[config.mk]
export PLATFORM = sky130hd
export DESIGN_NAME = instruction_fetch
export DESIGN_NICKNAME = d
export VERILOG_FILES = /design/src/rtl/instruction_fetch.sv
export SDC_FILE = /design/constraint.sdc
export NUM_CORES = 1
export LEC_CHECK = 0
export CORE_ASPECT_RATIO = 1.4
export CORE_MARGIN = 10
export CORE_UTILIZATION = 55
export DETAILED_ROUTE_END_ITERATION = 10
export PLACE_DENSITY = 0.85
export SKIP_LAST_GASP = 1
export SLEW_MARGIN = 25
export SYNTH_ARGS = -nofsm -noshare
export SYNTH_HDL_FRONTEND = slang
export SYNTH_SLANG_ARGS = --single-unit
[constraint.sdc]
create_clock -name clock -period 5.9 [get_ports clock]
set_input_delay 1.475 -clock clock [delete_from_list [all_inputs] [get_ports clock]]
set_output_delay 1.475 -clock clock [all_outputs]
set_load 0.005 [all_outputs]
[src/rtl/instruction_fetch.sv]
// Instruction fetch stage: drives a synchronous instruction memory, delivers one word
// per clock to decode, and handles stall (skid buffer), branch redirect and HALT.
module instruction_fetch #(
  parameter int          ADDR_WIDTH  = 8,
  parameter logic [19:0] NOP_INSTR   = 20'hA0000,
  parameter logic [3:0]  HALT_OPCODE = 4'b1001
) (
  input  logic                  clock,
  input  logic                  reset,
  input  logic                  stall,
  input  logic                  branch_taken,
  input  logic [ADDR_WIDTH-1:0] branch_target,
  output logic [ADDR_WIDTH-1:0] imem_addr,
  input  logic [19:0]           imem_data,
  output logic [19:0]           instruction,
  output logic                  instruction_valid,
  output logic [ADDR_WIDTH-1:0] pc_out
);

  typedef enum logic [1:0] {S_FILL, S_RUN, S_HALT} state_t;

  state_t                state_q;
  logic [ADDR_WIDTH-1:0] pc_q, pending_pc_q, skid_pc_q, pc_out_q;
  logic                  pending_q, skid_valid_q, valid_q;
  logic [19:0]           skid_data_q, instr_q;

  logic [19:0]           fetch_word;
  logic [ADDR_WIDTH-1:0] fetch_pc;
  logic                  fetch_halt;

  // The word owed to decode sits in the skid buffer once a stall has caught it,
  // otherwise it is arriving on imem_data this cycle.
  assign fetch_word = skid_valid_q ? skid_data_q : imem_data;
  assign fetch_pc   = skid_valid_q ? skid_pc_q   : pending_pc_q;
  assign fetch_halt = (fetch_word[19:16] == HALT_OPCODE);

  assign imem_addr         = pc_q;
  assign instruction       = instr_q;
  assign instruction_valid = valid_q;
  assign pc_out            = pc_out_q;

  always_ff @(posedge clock or negedge reset) begin
    if (!reset) begin
      state_q      <= S_FILL;
      pc_q         <= '0;
      pending_q    <= 1'b0;
      pending_pc_q <= '0;
      skid_valid_q <= 1'b0;
      skid_data_q  <= '0;
      skid_pc_q    <= '0;
      instr_q      <= NOP_INSTR;
      valid_q      <= 1'b0;
      pc_out_q     <= '0;
    end else if (branch_taken) begin
      state_q      <= S_FILL;
      pc_q         <= branch_target;
      pending_q    <= 1'b0;
      skid_valid_q <= 1'b0;
      instr_q      <= NOP_INSTR;
      valid_q      <= 1'b0;
    end else begin
      case (state_q)
        // Nothing is owed to decode here, so the issue goes out even under stall;
        // a stall next cycle parks the returning word in the skid buffer.
        S_FILL: begin
          pending_q    <= 1'b1;
          pending_pc_q <= pc_q;
          pc_q         <= pc_q + ADDR_WIDTH'(1);
          state_q      <= S_RUN;
        end
        S_RUN: begin
          if (stall) begin
            if (pending_q && !skid_valid_q) begin
              skid_valid_q <= 1'b1;
              skid_data_q  <= imem_data;
              skid_pc_q    <= pending_pc_q;
            end
          end else begin
            if (pending_q) begin
              instr_q      <= fetch_word;
              valid_q      <= 1'b1;
              pc_out_q     <= fetch_pc;
              skid_valid_q <= 1'b0;
            end
            if (pending_q && fetch_halt) begin
              // The fetch already in flight is dropped and pc stays frozen.
              pending_q <= 1'b0;
              state_q   <= S_HALT;
            end else begin
              pc_q         <= pc_q + ADDR_WIDTH'(1);
              pending_q    <= 1'b1;
              pending_pc_q <= pc_q;
            end
          end
        end
        S_HALT: begin
          if (!stall) begin
            instr_q <= NOP_INSTR;
            valid_q <= 1'b0;
          end
        end
        default: state_q <= S_FILL;
      endcase
    end
  end

endmodule

# After elaboration in Yosys (flattened, before gate mapping)
# Index checks and enable logic that the tools add are counted.
# totals
mem_count	0
wordCells	74
mem_bits_ro	0
latchBits	0
inputBits	32
out_inout_bits	37
reg_bits	77
ram_bits	0
# op_classes
add_sub_neg	1
div	0
muxes	32
magnitude_cmp	0
shifts	0
n_reduce_logical	17
n_eq_ne	12
multipliers	0
n_bitwise	2
# ops
cell	count
two-way mux 20 bit	5
two-way mux 8 bit	6
one-hot mux 20 bit (2 select lines)	1
one-hot mux 8 bit (2 select lines)	2
AND reduction 4 bit	4
inequality test 3 bit, second input constant	5
two-way mux 1 bit	12
AND reduction 3 bit	3
nonzero test 3 bit	3
adder 8 x 1 -> 8 bit, second input constant	1
two-way mux 2 bit	3
inequality test 2 bit, second input constant	3
one-hot mux 2 bit (3 select lines)	1
== test 4 bit, second input constant	1
one-hot mux 1 bit (2 select lines)	2
nonzero test 2 bit	2
inequality test 3 x 1 -> 1 bit, second input constant	1
== test 2 x 1 -> 1 bit, second input constant	1
== test 2 bit, second input constant	1
logical AND 1 bit	2
zero test 2 bit	1
inverter 1 bit	2
AND reduction 2 bit	1
zero test 1 bit	1

# Longest topological paths before layout
# logic_depth
word_depth	7
ltp_mapped	6
ltp_nobuf	4

# Least setup slack after synthesis
# No wires, ideal clock.
# synth_path
path_type	input to register
from	input stall
to	register skid_data_q[10]
path_stages	5
setup_ps	125
slack_ps	2952
path_buffers	2
t_arrival_ps	2823
required_time_ps	5775
path_cell_list	clkbuf_1 > nand2b_1 > nor4_4 > buf_4 > mux2_2
# synth_between
elab_chain_cells	1
# synth_rtl
item	line_no	text
from (decl)	10	input logic stall,
AND reduction 4 bit (no line)	-	
to (signal assigned)	75	skid_data_q <= imem_data;
to (decl)	25	logic [19:0] skid_data_q, instr_q;
# No other way between the ends.
# A chain may end at the register's enable or synchronous reset.

# Worst setup path in the final report
# layout_path
from	input imem_data[19]
to	register pending_pc_q[3]
# layout_between
elab_chain_cells	5
# layout_rtl
item	line_no	text
from (decl)	14	input logic [19:0] imem_data,
two-way mux 20 bit	33	assign fetch_word = skid_valid_q ? skid_data_q : imem_data;
== test 4 bit	35	assign fetch_halt = (fetch_word[19:16] == HALT_OPCODE);
logical AND 1 bit	85	if (pending_q && fetch_halt) begin
inequality test 2 bit (no line)	-	
AND reduction 4 bit (no line)	-	
to (signal assigned)	67	pending_pc_q <= pc_q;
to (signal assigned)	92	pending_pc_q <= pc_q;
to (decl)	23	logic [ADDR_WIDTH-1:0] pc_q, pending_pc_q, skid_pc_q, pc_out_q;
# No other way between the ends.

==> flow_summary_export.csv <==
group,metric,value,unit
run_status,status,"complete, no violations",
detailed_routing,drt_wl_total,7610,um
global_route,antenna_found_initial,0,
finish,antenna_cells,0,
floorplanning,die_w,86.7,um
critical_path,crit_required,6.12,ns
critical_path,reg2reg_from,"skid_valid_q$_DFFE_PN0P_",
clock_tree,clk_latency,0.33,ns
detailed_routing,ant_nets,0,
global_route,grt_max_degree,78,
finish,area.growth.synth_to_final,26.0,%
global_route,grt_pass1_wl,12600,um
global_route,grt_pass1_vias,2471,
critical_path,path_max_fanout,17,
sta,fin_skew,0.00747,ns
critical_path,cp-end-kind,"flop",
detailed_routing,drc,0,
clock_tree,htree_levels,3,
power_and_ir_drop,clock_power_share,27.0,%
critical_path,reg2regPathDepth,4,
min_path,hold_depth,1,
floorplanning,rows,33,
global_route,track_usage,15.6,%
clock_tree,clk_pin_slew,0.07,ns
sta,tightest_slew,0.960,ns
power_and_ir_drop,p_switching,344,uW
critical_path,startpoint_type,"primary input",
clock_tree,postCtsSetupRepairBufs,0,
detailed_routing,vias,2423,
sta,hold_viol,0,
detailed_routing,vias_per_cell,6.00,
detailed_routing,wl_per_cell,18.8,um
power_and_ir_drop,p_leak,0.00177,uW
placement,gp_congestion,0.838,
power_and_ir_drop,combPwrFrac,19.5,%
clock_tree,numCtsBuffers,9,
floorplanning,initial_core_util,57.6,%
finish,final_cell_mix,"dfrtp_1, clkdlybuf4s50_1, mux2i_1",
floorplanning,io_pins,69,
clock_tree,ctsResizeCount,0,
critical_path,critical_path_arrival,3.83,ns
finish,nNetsFinal,362,
critical_path,critical_path_class,"in -> reg",
sta,hold_slack,0.497,ns
power_and_ir_drop,power.share.switching,26.2,%
synthesis,synth-seq-cells,77,
critical_path,cp_cell_sequence,"clkdlybuf4s50_1, nor4bb_1, a22o_1, a2111o_1, mux2_4",
critical_path,crit_family,"compound AO/OA/AOI/OAI gates",
synthesis,synth_nets,296,
clock_tree,root_buffer,"clkbuf_8",
synthesis,yosys_warnings,0,
critical_path,cpMaxStageDelayCell,"a22o_1",
sta,fin_setup_tns,0,ns
floorplanning,die_y,113,um
critical_path,cpPeakStageDelay,0.53,ns
floorplanning,die_area,9820,um2
synthesis,synth_cell_types,38,
synthesis,yosysTopAreaCellShare,54.8,%
placement,portBuffers,68,
synthesis,syn_area,3420,um2
power_and_ir_drop,p_seq_share,53.5,%
finish,seqCellArea,1930,um2
synthesis,yosysSeqAreaShare,56.4,%
finish,multi_input_area,1410,um2
critical_path,r2r-end,"pending_pc_q[3]$_DFFE_PN0P_",
global_route,overflow,0,
finish,final_common_cell,"dfrtp_1",
critical_path,r2r_slack,3.15,ns
min_path,hp-start,"instruction[18]$_DFFE_PN0P_",
placement,postPlaceCellArea,4130,um2
finish,nFillCells,411,
finish,drive_above_1_share,18.0,%
synthesis,synthCells,263,
critical_path,path_buf_inv,1,
power_and_ir_drop,intPower,971,uW
clock_tree,cts_tree,"yes",
clock_tree,clockBufferDepth,2,
sta,min_period,3.61,ns
floorplanning,core_region_area,5950,um2
min_path,hp-class,"reg -> reg",
sta,setup_viol,0,
sta,rsz0062_at_grt,"false",
power_and_ir_drop,vdd_drop_max,206,uV
sta,slew_headroom,36.0,%
power_and_ir_drop,power_density,305,nW/um2
min_path,worstHoldEndpoint,"instruction[18]$_DFFE_PN0P_",
synthesis,yosys-top-cells-area,"dfrtp_1, mux2_2, mux2i_1, o2bb2ai_1, mux2_4",
finish,final_area,4310,um2
synthesis,synth_top_area_cell,"dfrtp_1",
sta,slew_violations,0,
clock_tree,cts_num_sinks,77,
detailed_routing,drt-initial-drc-count,181,
sta,post-route-period-util,61.3,%
clock_tree,hold_buffers,0,
flow_run,cap_violations,0,
detailed_routing,drt_pre_antenna_iters,4,
sta,fmax,277,MHz
placement,dp_hpwl,5280,um
synthesis,synth_area_per_cell,13.0,um2
sequential cells by signal (all words and copies together), names as in the netlist:
register and count:
instruction 20, skid_data_q 20, imem_addr 8, pc_out 8
pending_pc_q 8, skid_pc_q 8, state_q 2, instruction_valid 1
pending_q 1, skid_valid_q 1
routing by layer:
layer	vias to the layer above	wire, um	global-route usage [%]
li1	1120	-	-
met1	1229	3200	18.9
met2	67	3890	25.7
met3	7	445	5.31
met4	0	75	4.01
met5	-	0	0
kinds of logic after synthesis:
family,count (synthesis),share of synthesized area [%]
DFF,77,56.4
and+or+nand+nor,53,8.99
adders and majority gates,1,0.366
buffers and inverters,17,2.45
muxes,66,21.5
AOI/OAI and AO/OA,49,10.3
power by group through the flow:
| stage | clock (uW) | sequential [uW] | combinational, uW |
|---|---|---|---|
| after global routing | 390 | 720 | 281 |
| after global placement | 0 | 704 | 253 |
| after detailed placement | 0 | 712 | 260 |
| final | 355 | 704 | 256 |
| after floorplan | 0 | 690 | 148 |
| after CTS | 364 | 703 | 261 |
final cells by class:
class                      instances  area share (%)
sequential                        77            44.8
clock buffer                      13            3.69
timing repair buffer              71            16.3
multi-input combinational        169            32.7
tap                               70            2.03
inverter                           1          0.0871
clock inverter                     3           0.464
metrics by stage:
step	util, %	total power, uW	instances	setup slack (ns)
6_report	72.5	1310	404	2.29
5_1_grt	72.5	1390	404	2.17
4_1_cts	72.5	1330	404	2.34
3_5_place_dp	69.5	972	388	1.98
3_3_place_gp	69.5	957	388	2.01
2_1_floorplan	-	838	263	2.95
worst max-delay path by stage:
| stage | end | cells past startpoint | slack [ns] | start |
|---|---|---|---|---|
| after CTS | pending_pc_q[3]$_DFFE_PN0P_ | 5 | 2.34 | imem_data[19] |
| after detailed placement | pending_pc_q[3]$_DFFE_PN0P_ | 5 | 1.98 | imem_data[19] |
| final | pending_pc_q[3]$_DFFE_PN0P_ | 5 | 2.29 | imem_data[19] |
| after floorplan | skid_data_q[10]$_DFFE_PN0P_ | 5 | 2.95 | stall |
| after global placement | instruction[18]$_DFFE_PN0P_ | 4 | 2.01 | branch_taken |
| after global routing | instruction[15]$_DFFE_PN0P_ | 4 | 2.17 | branch_taken |
worst register-to-register path, delay by kind of cell, from the launching register on:
family          cells  cell delay, ns
compound gates      2            1.01
mux                 1            0.37
flops               1            0.99
simple gates        1            0.27
cells in the mapped netlist, drive strengths merged:
| cell type | count |
|---|---|
| nor3 | 4 |
| mux2 | 36 |
| o21a | 1 |
| buf | 8 |
| mux2i | 30 |
| nor2 | 13 |
| or4 | 6 |
| nand4 | 3 |
| o31ai | 2 |
| and3 | 2 |
| a22o | 1 |
| nand2 | 8 |
| and4bb | 1 |
| nand3b | 1 |
| a31oi | 3 |
| a21o | 2 |
| a2111o | 1 |
| o2bb2ai | 18 |
| ha | 1 |
| and3b | 1 |
| dfrtp | 75 |
| clkbuf | 8 |
| dfstp | 2 |
| a2bb2oi | 1 |
| o211ai | 4 |
| nor4bb | 1 |
| or3 | 2 |
| nand3 | 7 |
| inv | 1 |
| o21ai | 3 |
| nor4 | 2 |
| nand2b | 2 |
| a21oi | 13 |
Power figures use the tool's default switching activity.
